**src/rtl/regbank_pkg.sv**
```systemverilog
// Shared widths, sequencer states and bank direction encodings for the
// register-bank controller.
package regbank_pkg;
    localparam int DATA_W = 16;
    localparam int ADDR_W = 3;
    localparam int NREGS  = 2 ** ADDR_W;
    localparam int OP_W   = 4;

    typedef enum logic {
        S_IDLE = 1'b0,
        S_READ = 1'b1
    } state_t;

    localparam logic RF_READ  = 1'b1;
    localparam logic RF_WRITE = 1'b0;
endpackage

```
**src/rtl/regbank_ctrl_wb_arb2.sv**
```systemverilog
// Two-way round-robin writeback arbiter; rr_q names the preferred requester
// and moves to the other one after every grant.
module wb_arb2 (
    input  logic clk,
    input  logic reset_n,
    input  logic en,
    input  logic req0,
    input  logic req1,
    output logic gnt0,
    output logic gnt1
);
    logic rr_q, rr_d;

    always_comb begin
        gnt0 = 1'b0;
        gnt1 = 1'b0;
        rr_d = rr_q;
        if (en) begin
            if (req0 && req1) begin
                gnt0 = !rr_q;
                gnt1 = rr_q;
            end else begin
                gnt0 = req0;
                gnt1 = req1;
            end
        end
        if (gnt0) rr_d = 1'b1;
        if (gnt1) rr_d = 1'b0;
    end

    always_ff @(posedge clk or negedge reset_n) begin
        if (!reset_n) rr_q <= 1'b0;
        else          rr_q <= rr_d;
    end
endmodule

```
**src/rtl/regbank_ctrl.sv**
```systemverilog
// Issue sequencer and writeback arbiter in front of the 8 x 16 register bank,
// with a pending-write scoreboard guarding operand reads.
module regbank_ctrl
    import regbank_pkg::*;
(
    input  logic              clk,
    input  logic              reset_n,
    input  logic              iss_valid,
    output logic              iss_ready,
    input  logic [OP_W-1:0]   iss_opcode,
    input  logic [ADDR_W-1:0] iss_src1,
    input  logic [ADDR_W-1:0] iss_src2,
    input  logic [ADDR_W-1:0] iss_dest,
    input  logic              iss_wr,
    output logic              op_valid,
    input  logic              op_ready,
    output logic [OP_W-1:0]   op_opcode,
    output logic [ADDR_W-1:0] op_dest,
    output logic [DATA_W-1:0] op_a,
    output logic [DATA_W-1:0] op_b,
    input  logic              wb0_valid,
    output logic              wb0_ready,
    input  logic [ADDR_W-1:0] wb0_addr,
    input  logic [DATA_W-1:0] wb0_data,
    input  logic              wb1_valid,
    output logic              wb1_ready,
    input  logic [ADDR_W-1:0] wb1_addr,
    input  logic [DATA_W-1:0] wb1_data,
    output logic              rf_ce,
    output logic              rf_rw,
    output logic [ADDR_W-1:0] rf_wsel,
    output logic [ADDR_W-1:0] rf_sel1,
    output logic [ADDR_W-1:0] rf_sel2,
    output logic [DATA_W-1:0] rf_din,
    input  logic [DATA_W-1:0] rf_src1,
    input  logic [DATA_W-1:0] rf_src2,
    output logic [NREGS-1:0]  busy_mask
);
    state_t              state_q, state_d;
    logic [NREGS-1:0]    pending_q, pending_d;
    logic [ADDR_W-1:0]   sel1_q, sel1_d, sel2_q, sel2_d;
    logic [OP_W-1:0]     opc_q, opc_d;
    logic [ADDR_W-1:0]   dst_q, dst_d;
    logic                op_valid_q, op_valid_d;
    logic [OP_W-1:0]     op_opcode_q, op_opcode_d;
    logic [ADDR_W-1:0]   op_dest_q, op_dest_d;
    logic [DATA_W-1:0]   op_a_q, op_a_d, op_b_q, op_b_d;
    logic                in_idle, issue_ok;

    assign in_idle = (state_q == S_IDLE);

    wb_arb2 u_arb (
        .clk     (clk),
        .reset_n (reset_n),
        .en      (in_idle),
        .req0    (wb0_valid),
        .req1    (wb1_valid),
        .gnt0    (wb0_ready),
        .gnt1    (wb1_ready)
    );

    // Writes take the cycle whenever any writeback is requested; the issue retries.
    assign issue_ok = in_idle && !(wb0_valid || wb1_valid) && iss_valid && !op_valid_q
                      && !pending_q[iss_src1] && !pending_q[iss_src2]
                      && !(iss_wr && pending_q[iss_dest]);
    assign iss_ready = issue_ok;

    always_comb begin
        state_d     = state_q;
        pending_d   = pending_q;
        sel1_d      = sel1_q;
        sel2_d      = sel2_q;
        opc_d       = opc_q;
        dst_d       = dst_q;
        op_valid_d  = op_valid_q;
        op_opcode_d = op_opcode_q;
        op_dest_d   = op_dest_q;
        op_a_d      = op_a_q;
        op_b_d      = op_b_q;
        rf_ce       = 1'b0;
        rf_rw       = RF_READ;
        rf_wsel     = '0;
        rf_sel1     = '0;
        rf_sel2     = '0;
        rf_din      = '0;

        if (op_valid_q && op_ready) op_valid_d = 1'b0;

        case (state_q)
            S_IDLE: begin
                if (wb0_ready || wb1_ready) begin
                    rf_ce   = 1'b1;
                    rf_rw   = RF_WRITE;
                    rf_wsel = wb0_ready ? wb0_addr : wb1_addr;
                    rf_din  = wb0_ready ? wb0_data : wb1_data;
                    pending_d[rf_wsel] = 1'b0;
                end else if (issue_ok) begin
                    rf_ce   = 1'b1;
                    rf_sel1 = iss_src1;
                    rf_sel2 = iss_src2;
                    sel1_d  = iss_src1;
                    sel2_d  = iss_src2;
                    opc_d   = iss_opcode;
                    dst_d   = iss_dest;
                    if (iss_wr) pending_d[iss_dest] = 1'b1;
                    state_d = S_READ;
                end
            end
            S_READ: begin
                rf_ce       = 1'b1;
                rf_sel1     = sel1_q;
                rf_sel2     = sel2_q;
                op_a_d      = rf_src1;
                op_b_d      = rf_src2;
                op_opcode_d = opc_q;
                op_dest_d   = dst_q;
                op_valid_d  = 1'b1;
                state_d     = S_IDLE;
            end
            default: state_d = S_IDLE;
        endcase
    end

    always_ff @(posedge clk or negedge reset_n) begin
        if (!reset_n) begin
            state_q     <= S_IDLE;
            pending_q   <= '0;
            sel1_q      <= '0;
            sel2_q      <= '0;
            opc_q       <= '0;
            dst_q       <= '0;
            op_valid_q  <= 1'b0;
            op_opcode_q <= '0;
            op_dest_q   <= '0;
            op_a_q      <= '0;
            op_b_q      <= '0;
        end else begin
            state_q     <= state_d;
            pending_q   <= pending_d;
            sel1_q      <= sel1_d;
            sel2_q      <= sel2_d;
            opc_q       <= opc_d;
            dst_q       <= dst_d;
            op_valid_q  <= op_valid_d;
            op_opcode_q <= op_opcode_d;
            op_dest_q   <= op_dest_d;
            op_a_q      <= op_a_d;
            op_b_q      <= op_b_d;
        end
    end

    assign op_valid  = op_valid_q;
    assign op_opcode = op_opcode_q;
    assign op_dest   = op_dest_q;
    assign op_a      = op_a_q;
    assign op_b      = op_b_q;
    assign busy_mask = pending_q;
endmodule

```
**config.mk**
```make
export PLATFORM = sky130hd
export DESIGN_NAME = regbank_ctrl
export DESIGN_NICKNAME = d
export VERILOG_FILES = /design/src/rtl/regbank_pkg.sv /design/src/rtl/regbank_ctrl_wb_arb2.sv /design/src/rtl/regbank_ctrl.sv
export SDC_FILE = /design/constraint.sdc
export NUM_CORES = 1
export LEC_CHECK = 0
export ABC_AREA = 1
export CAP_MARGIN = 10
export CORE_UTILIZATION = 40
export DETAILED_ROUTE_END_ITERATION = 10
export PLACE_DENSITY = 0.92
export SLEW_MARGIN = 20
export SYNTH_ARGS = -nofsm -noshare
export SYNTH_HDL_FRONTEND = slang
export SYNTH_SLANG_ARGS = --single-unit
```
**constraint.sdc**
```tcl
create_clock -name clk -period 2.4 [get_ports clk]
set_clock_uncertainty 0.15 [all_clocks]
set_input_delay 0.48 -clock clk [delete_from_list [all_inputs] [get_ports clk]]
set_output_delay 0.48 -clock clk [all_outputs]
set_load 0.05 [all_outputs]
```
# After elaboration in Yosys (flattened, before gate mapping)
# Index checks and enable logic that the tools add are counted.
# totals
output_inout_bits,78
inputBits,90
ff_bits,63
elab_cells,88
# op_classes
muxes,40
bitwise_logic,5
reduce_logical,25
n_lt_le_gt_ge,6
# ops
cell,n
16-bit two-way mux,3
8-bit two-way mux,3
3-bit two-way mux,7
1-bit two-way mux,18
"3-bit by 4-bit less-than comparator with 1-bit output, second input constant",4
3-bit one-hot mux with 2 select lines,2
1-bit logical AND,11
1-bit binary-select mux with 3-bit select,3
8-bit AND,1
8-bit inverter,1
8-bit bitwise OR,1
2-bit nonzero test,4
1-bit demux with 3-bit select,2
"3-bit by 1-bit >= comparator with 1-bit output, second input constant",2
1-bit zero test,6
3-bit AND reduction,2
1-bit one-hot mux with 2 select lines,2
1-bit logical OR,2
1-bit inverter,2

# Longest topological paths before layout
# logic_depth
ltp_word,11
depth_mapped,11
ltp_nobuf,10

# By module
# From an unflattened synthesis, not the netlist that was laid out.
# hier_totals
hier_cells,490
hier_area_um2,3370.7
# modules_own_cells
mod,seq_area_each_um2,area_each_um2,n_inst,cells_per_inst
regbank_ctrl,1551.5,3298.2,1,478
wb_arb2,25.0,72.6,1,12

# Least setup slack after synthesis
# Ideal clock, no wire load.
# synth_timing
path_kind,input -> output
start,input wb0_valid
end,output rf_din[10]
slack_ps,-497
arrival_time_ps,2267
cell_stages,7
n_path_buf,1
required_ps,1770
cell_sequence,inv_1 nor2_1 nand2_2 inv_2 buf_1 nor2_1 nor2_1
# synth_between
elab_chain_cells,6
word_cells_on_any_way,9
classes_between,mux: 7; reduce/logical: 2
# synth_lines
element,line_no,source
from (decl),regbank_ctrl.sv:21,"input logic wb0_valid,"
1-bit logical AND,regbank_ctrl_wb_arb2.sv:19,if (req0 && req1) begin
1-bit two-way mux *,regbank_ctrl_wb_arb2.sv:19,
1-bit two-way mux *,regbank_ctrl_wb_arb2.sv:18,if (en) begin
net wb0_ready,regbank_ctrl.sv:22,"output logic wb0_ready,"
16-bit two-way mux / 1-bit logical OR (equally long branches),"regbank_ctrl.sv:95, regbank_ctrl.sv:91",
16-bit two-way mux *,regbank_ctrl.sv:91,if (wb0_ready || wb1_ready) begin
16-bit two-way mux *,regbank_ctrl.sv:89,case (state_q)
to (decl),regbank_ctrl.sv:34,"output logic [DATA_W-1:0] rf_din,"
# The timed path passes the listed nets; every way through them passes the cells marked *.

# Worst setup path in the final report
# layout_timing
start,register pending_q[1] (netlist: busy_mask[1])
end,output rf_sel2[2]
# layout_between
elab_chain_cells,9
word_cells_on_any_way,16
classes_between,mux: 9; reduce/logical: 7
# layout_lines
element,line_no,source
from (decl),regbank_ctrl.sv:40,"logic [NREGS-1:0] pending_q, pending_d;"
from (signal assigned),regbank_ctrl.sv:139,pending_q <= pending_d;
1-bit binary-select mux with 3-bit select,regbank_ctrl.sv:64,&& !pending_q[iss_src1] && !pending_q[iss_src2]
1-bit two-way mux (not written as such),regbank_ctrl.sv:64,
1-bit zero test,regbank_ctrl.sv:64,
1-bit logical AND (2 in series),regbank_ctrl.sv:64,
1-bit logical AND *,regbank_ctrl.sv:65,&& !(iss_wr && pending_q[iss_dest]);
3-bit two-way mux *,regbank_ctrl.sv:97,end else if (issue_ok) begin
3-bit two-way mux *,regbank_ctrl.sv:91,
3-bit one-hot mux with 2 select lines *,regbank_ctrl.sv:89,
to (decl),regbank_ctrl.sv:33,"output logic [ADDR_W-1:0] rf_sel2,"
# Mark *: on every way between the ends. The rest lies on a longest branch, timed or not. The select of a mux whose other input is x is not followed.

==> flow_summary.json <==
{
  "cts_tree": "yes",
  "synth.area.mux_share_pct": 0,
  "area_growth_pct": 83.9,
  "finalWorstSetupSlack_ns": -0.163,
  "worstSkewPairLatency_ns": 0.34,
  "rows": 32,
  "start_util_pct": 41.6,
  "ios": 168,
  "worst_slew_pin_slew_ns": 0.634,
  "period_needed_ns": 2.56,
  "ys_seq_elements": 63,
  "fmax_mhz": 390,
  "regToRegStartpoint": "busy_mask[1]",
  "power_mw": 5.68,
  "netlist_instances": 441,
  "critPathArrivalTime_ns": 1.93,
  "n_antenna_cell": 0,
  "timing.final.crit_share_pct": 107,
  "synthFlopType": "dfrtp_1",
  "synth_top_family_by_area": "simple AND/OR/NAND/NOR gates",
  "status": "finished, violations left",
  "cpPeakStageDelay_ns": 0.46,
  "dieArea_mm2": 0.00845,
  "worst-path-max-fanout": 7,
  "cap_violations": 0,
  "synth-simple-area-share_pct": 33.9,
  "synth_compound_area_share_pct": 11.0,
  "power_density_mw_per_mm2": 955,
  "finalWirelength_um": 11600,
  "final_common_cell": "nand2_1",
  "grt_pass1_vias": 3933,
  "path_class": "reg -> out",
  "slew_headroom_pct": 57.7,
  "busiest_layer": "met2",
  "die_x_um": 91.9,
  "rsz0062_at_grt": "true",
  "postCtsHoldBufs": 0,
  "r2r_slack_ns": 0.44,
  "track_usage_pct": 27.7,
  "drc_errors": 0,
  "leakagePower_nw": 2.91,
  "required_ns": 1.77,
  "startpoint": "busy_mask[1]",
  "synthXorXnorAreaFrac_pct": 0,
  "worstRegToRegCells": 10,
  "dp_slack_ns": -0.443,
  "nets": 749,
  "yosys-top-cells-area": "dfrtp_1 49%, nand2_1 22%, nor2_1 5.3%, nand3_1 4.3%, o21ai_2 3.8%",
  "clk_pin_slew_ns": 0.07,
  "grtUsageMet2_pct": 49.6,
  "coreArea_mm2": 0.00777,
  "violations": "setup timing",
  "yosysWarnings": 0,
  "die_y_um": 91.9,
  "drt_iter0_markers": 211,
  "timing.critical_path.slowest_stage_cell": "dfrtp_1",
  "regToRegEndpoint": "sel1_q[0]",
  "synth_edf_count": 0,
  "grt_antenna_before_repair": 0,
  "viasPerCell": 5.04,
  "avgSynthCellArea_um2": 7.33,
  "grtUsageMet1_pct": 30.3,
  "drive_above_1_share_pct": 25.0,
  "setup-violations-final": 8,
  "synth_area_mm2": 0.00323,
  "synth_top_area_share_pct": 48.7,
  "wl_per_cell_um": 15.2,
  "synthArstFlopShare_pct": 100,
  "crit_top_cell": "o21ai_4",
  "slew_viol_final": 0,
  "grt_pass1_wl_um": 18300,
  "port_buffers": 167,
  "grtUsageMet3_pct": 7.96,
  "grt_max_degree": 47,
  "hold_viol_final": 0,
  "synth_cell_type_count": 21,
  "cts_buffers": 9,
  "dpl.hpwl_um": 8110,
  "synth-adder-area-share_pct": 0,
  "endpoint_kind": "output pin",
  "ir_drop_uv": 433,
  "cts_max_path_buffers": 2,
  "synth_top_cell_by_area": "dfrtp_1",
  "first_pass_iters": 5,
  "crit_chain": "inv_2 -> nand2_1 -> nand3_1 -> nand2_2 -> o21ai_4 -> nand3_4 -> o21ai_4 -> buf_12",
  "gp_congestion": 0.896,
  "postSynthNetCount": 531,
  "htree_levels": 3,
  "mostFrequentLayoutCells": "189 x nand2_1, 126 x clkdlybuf4s50_1, 60 x dfrtp_1, 56 x buf_4, 32 x nor2_1",
  "cts.sinks": 63,
  "cp-start-kind": "register",
  "synth-seq-area-share_pct": 48.7,
  "ant_nets": 0,
  "cts-root-buf": "clkbuf_8",
  "num_vias": 3864,
  "post-route-util_pct": 76.6,
  "grt_remaining_overflow": 0,
  "min_path_type": "in -> async"
}
-- final cells by class --
class	count	area (um^2)
clock buffers	10	128
clock inverters	6	83.8
fillers	518	1820
inverters	31	119
multi-input cells	331	1630
flip-flops and latches	63	1580
well taps	102	128
repair buffers	223	2280
-- layer usage --
layer  up-vias  routed length [um]
met1      1815                4310
met3        33                 936
met4         0                 363
met5         -                   0
li1       1828                   -
met2       188                6000
-- power by group --
part	switching (mW)	total [mW]	internal, mW
logic	1.93	3.01	1.08
clock network	0.407	0.990	0.583
registers	0.240	1.68	1.44
total	2.58	5.68	3.10
-- cell usage after synthesis (3+ instances only) --
| cell | count |
|---|---|
| o21ai_1 | 4 |
| dfrtp_1 | 63 |
| nand2_1 | 191 |
| nand3_1 | 28 |
| inv_1 | 25 |
| buf_6 | 3 |
| inv_2 | 6 |
| nor2_1 | 46 |
| o21ai_2 | 14 |
| a21oi_1 | 20 |
| o21ai_0 | 16 |
| nand2_2 | 3 |
| clkbuf_1 | 11 |
-- how the worst max path moves through the flow --
stage	to	cells past startpoint
3_5_place_dp	rf_sel2[2]	9
5_1_grt	rf_sel2[2]	8
4_1_cts	rf_sel2[1]	8
6_report	rf_sel2[2]	8
2_1_floorplan	rf_sel1[2]	8
3_3_place_gp	rf_sel1[1]	10
-- critical path: cells and delay by family, from the launching register on --
kind	cells	cell delay, ns
AOI/OAI and AO/OA	2	0.44
and+or+nand+nor	4	0.45
buffers and inverters	2	0.24
DFF	1	0.46
-- kinds of logic after synthesis --
family,after synthesis
buf+inv,48
simple gates,272
flops,63
compound gates,58
-- flip-flops by register name, summed over array words and instances (netlist names) --
register / cells
busy_mask: 8
dst_q: 3
op_a: 16
op_b: 16
op_dest: 3
op_opcode: 4
op_valid: 1
opc_q: 4
sel1_q: 3
sel2_q: 3
state_q: 1
u_arb.rr_q: 1
-- what timing repair did --
item                       in CTS  in global routing
cloned                          2                  1
setup endpoints to repair      28                 25
resized for setup              35                 26
setup buffers                   6                 10
pin swaps                      11                 11
-- through the flow --
step	TNS [ns]	instance area [um^2]	hold slack, ns	cells
floorplan	-0.320	3320	0.0344	441
global placement	-6.84	5440	0.304	732
detailed placement	-10.21	5440	0.308	732
CTS	-1.06	5810	0.0207	755
global route	-2.42	5950	0.0668	766
finish	-1.06	5950	0.0162	766
Power figures use the tool's default switching activity.
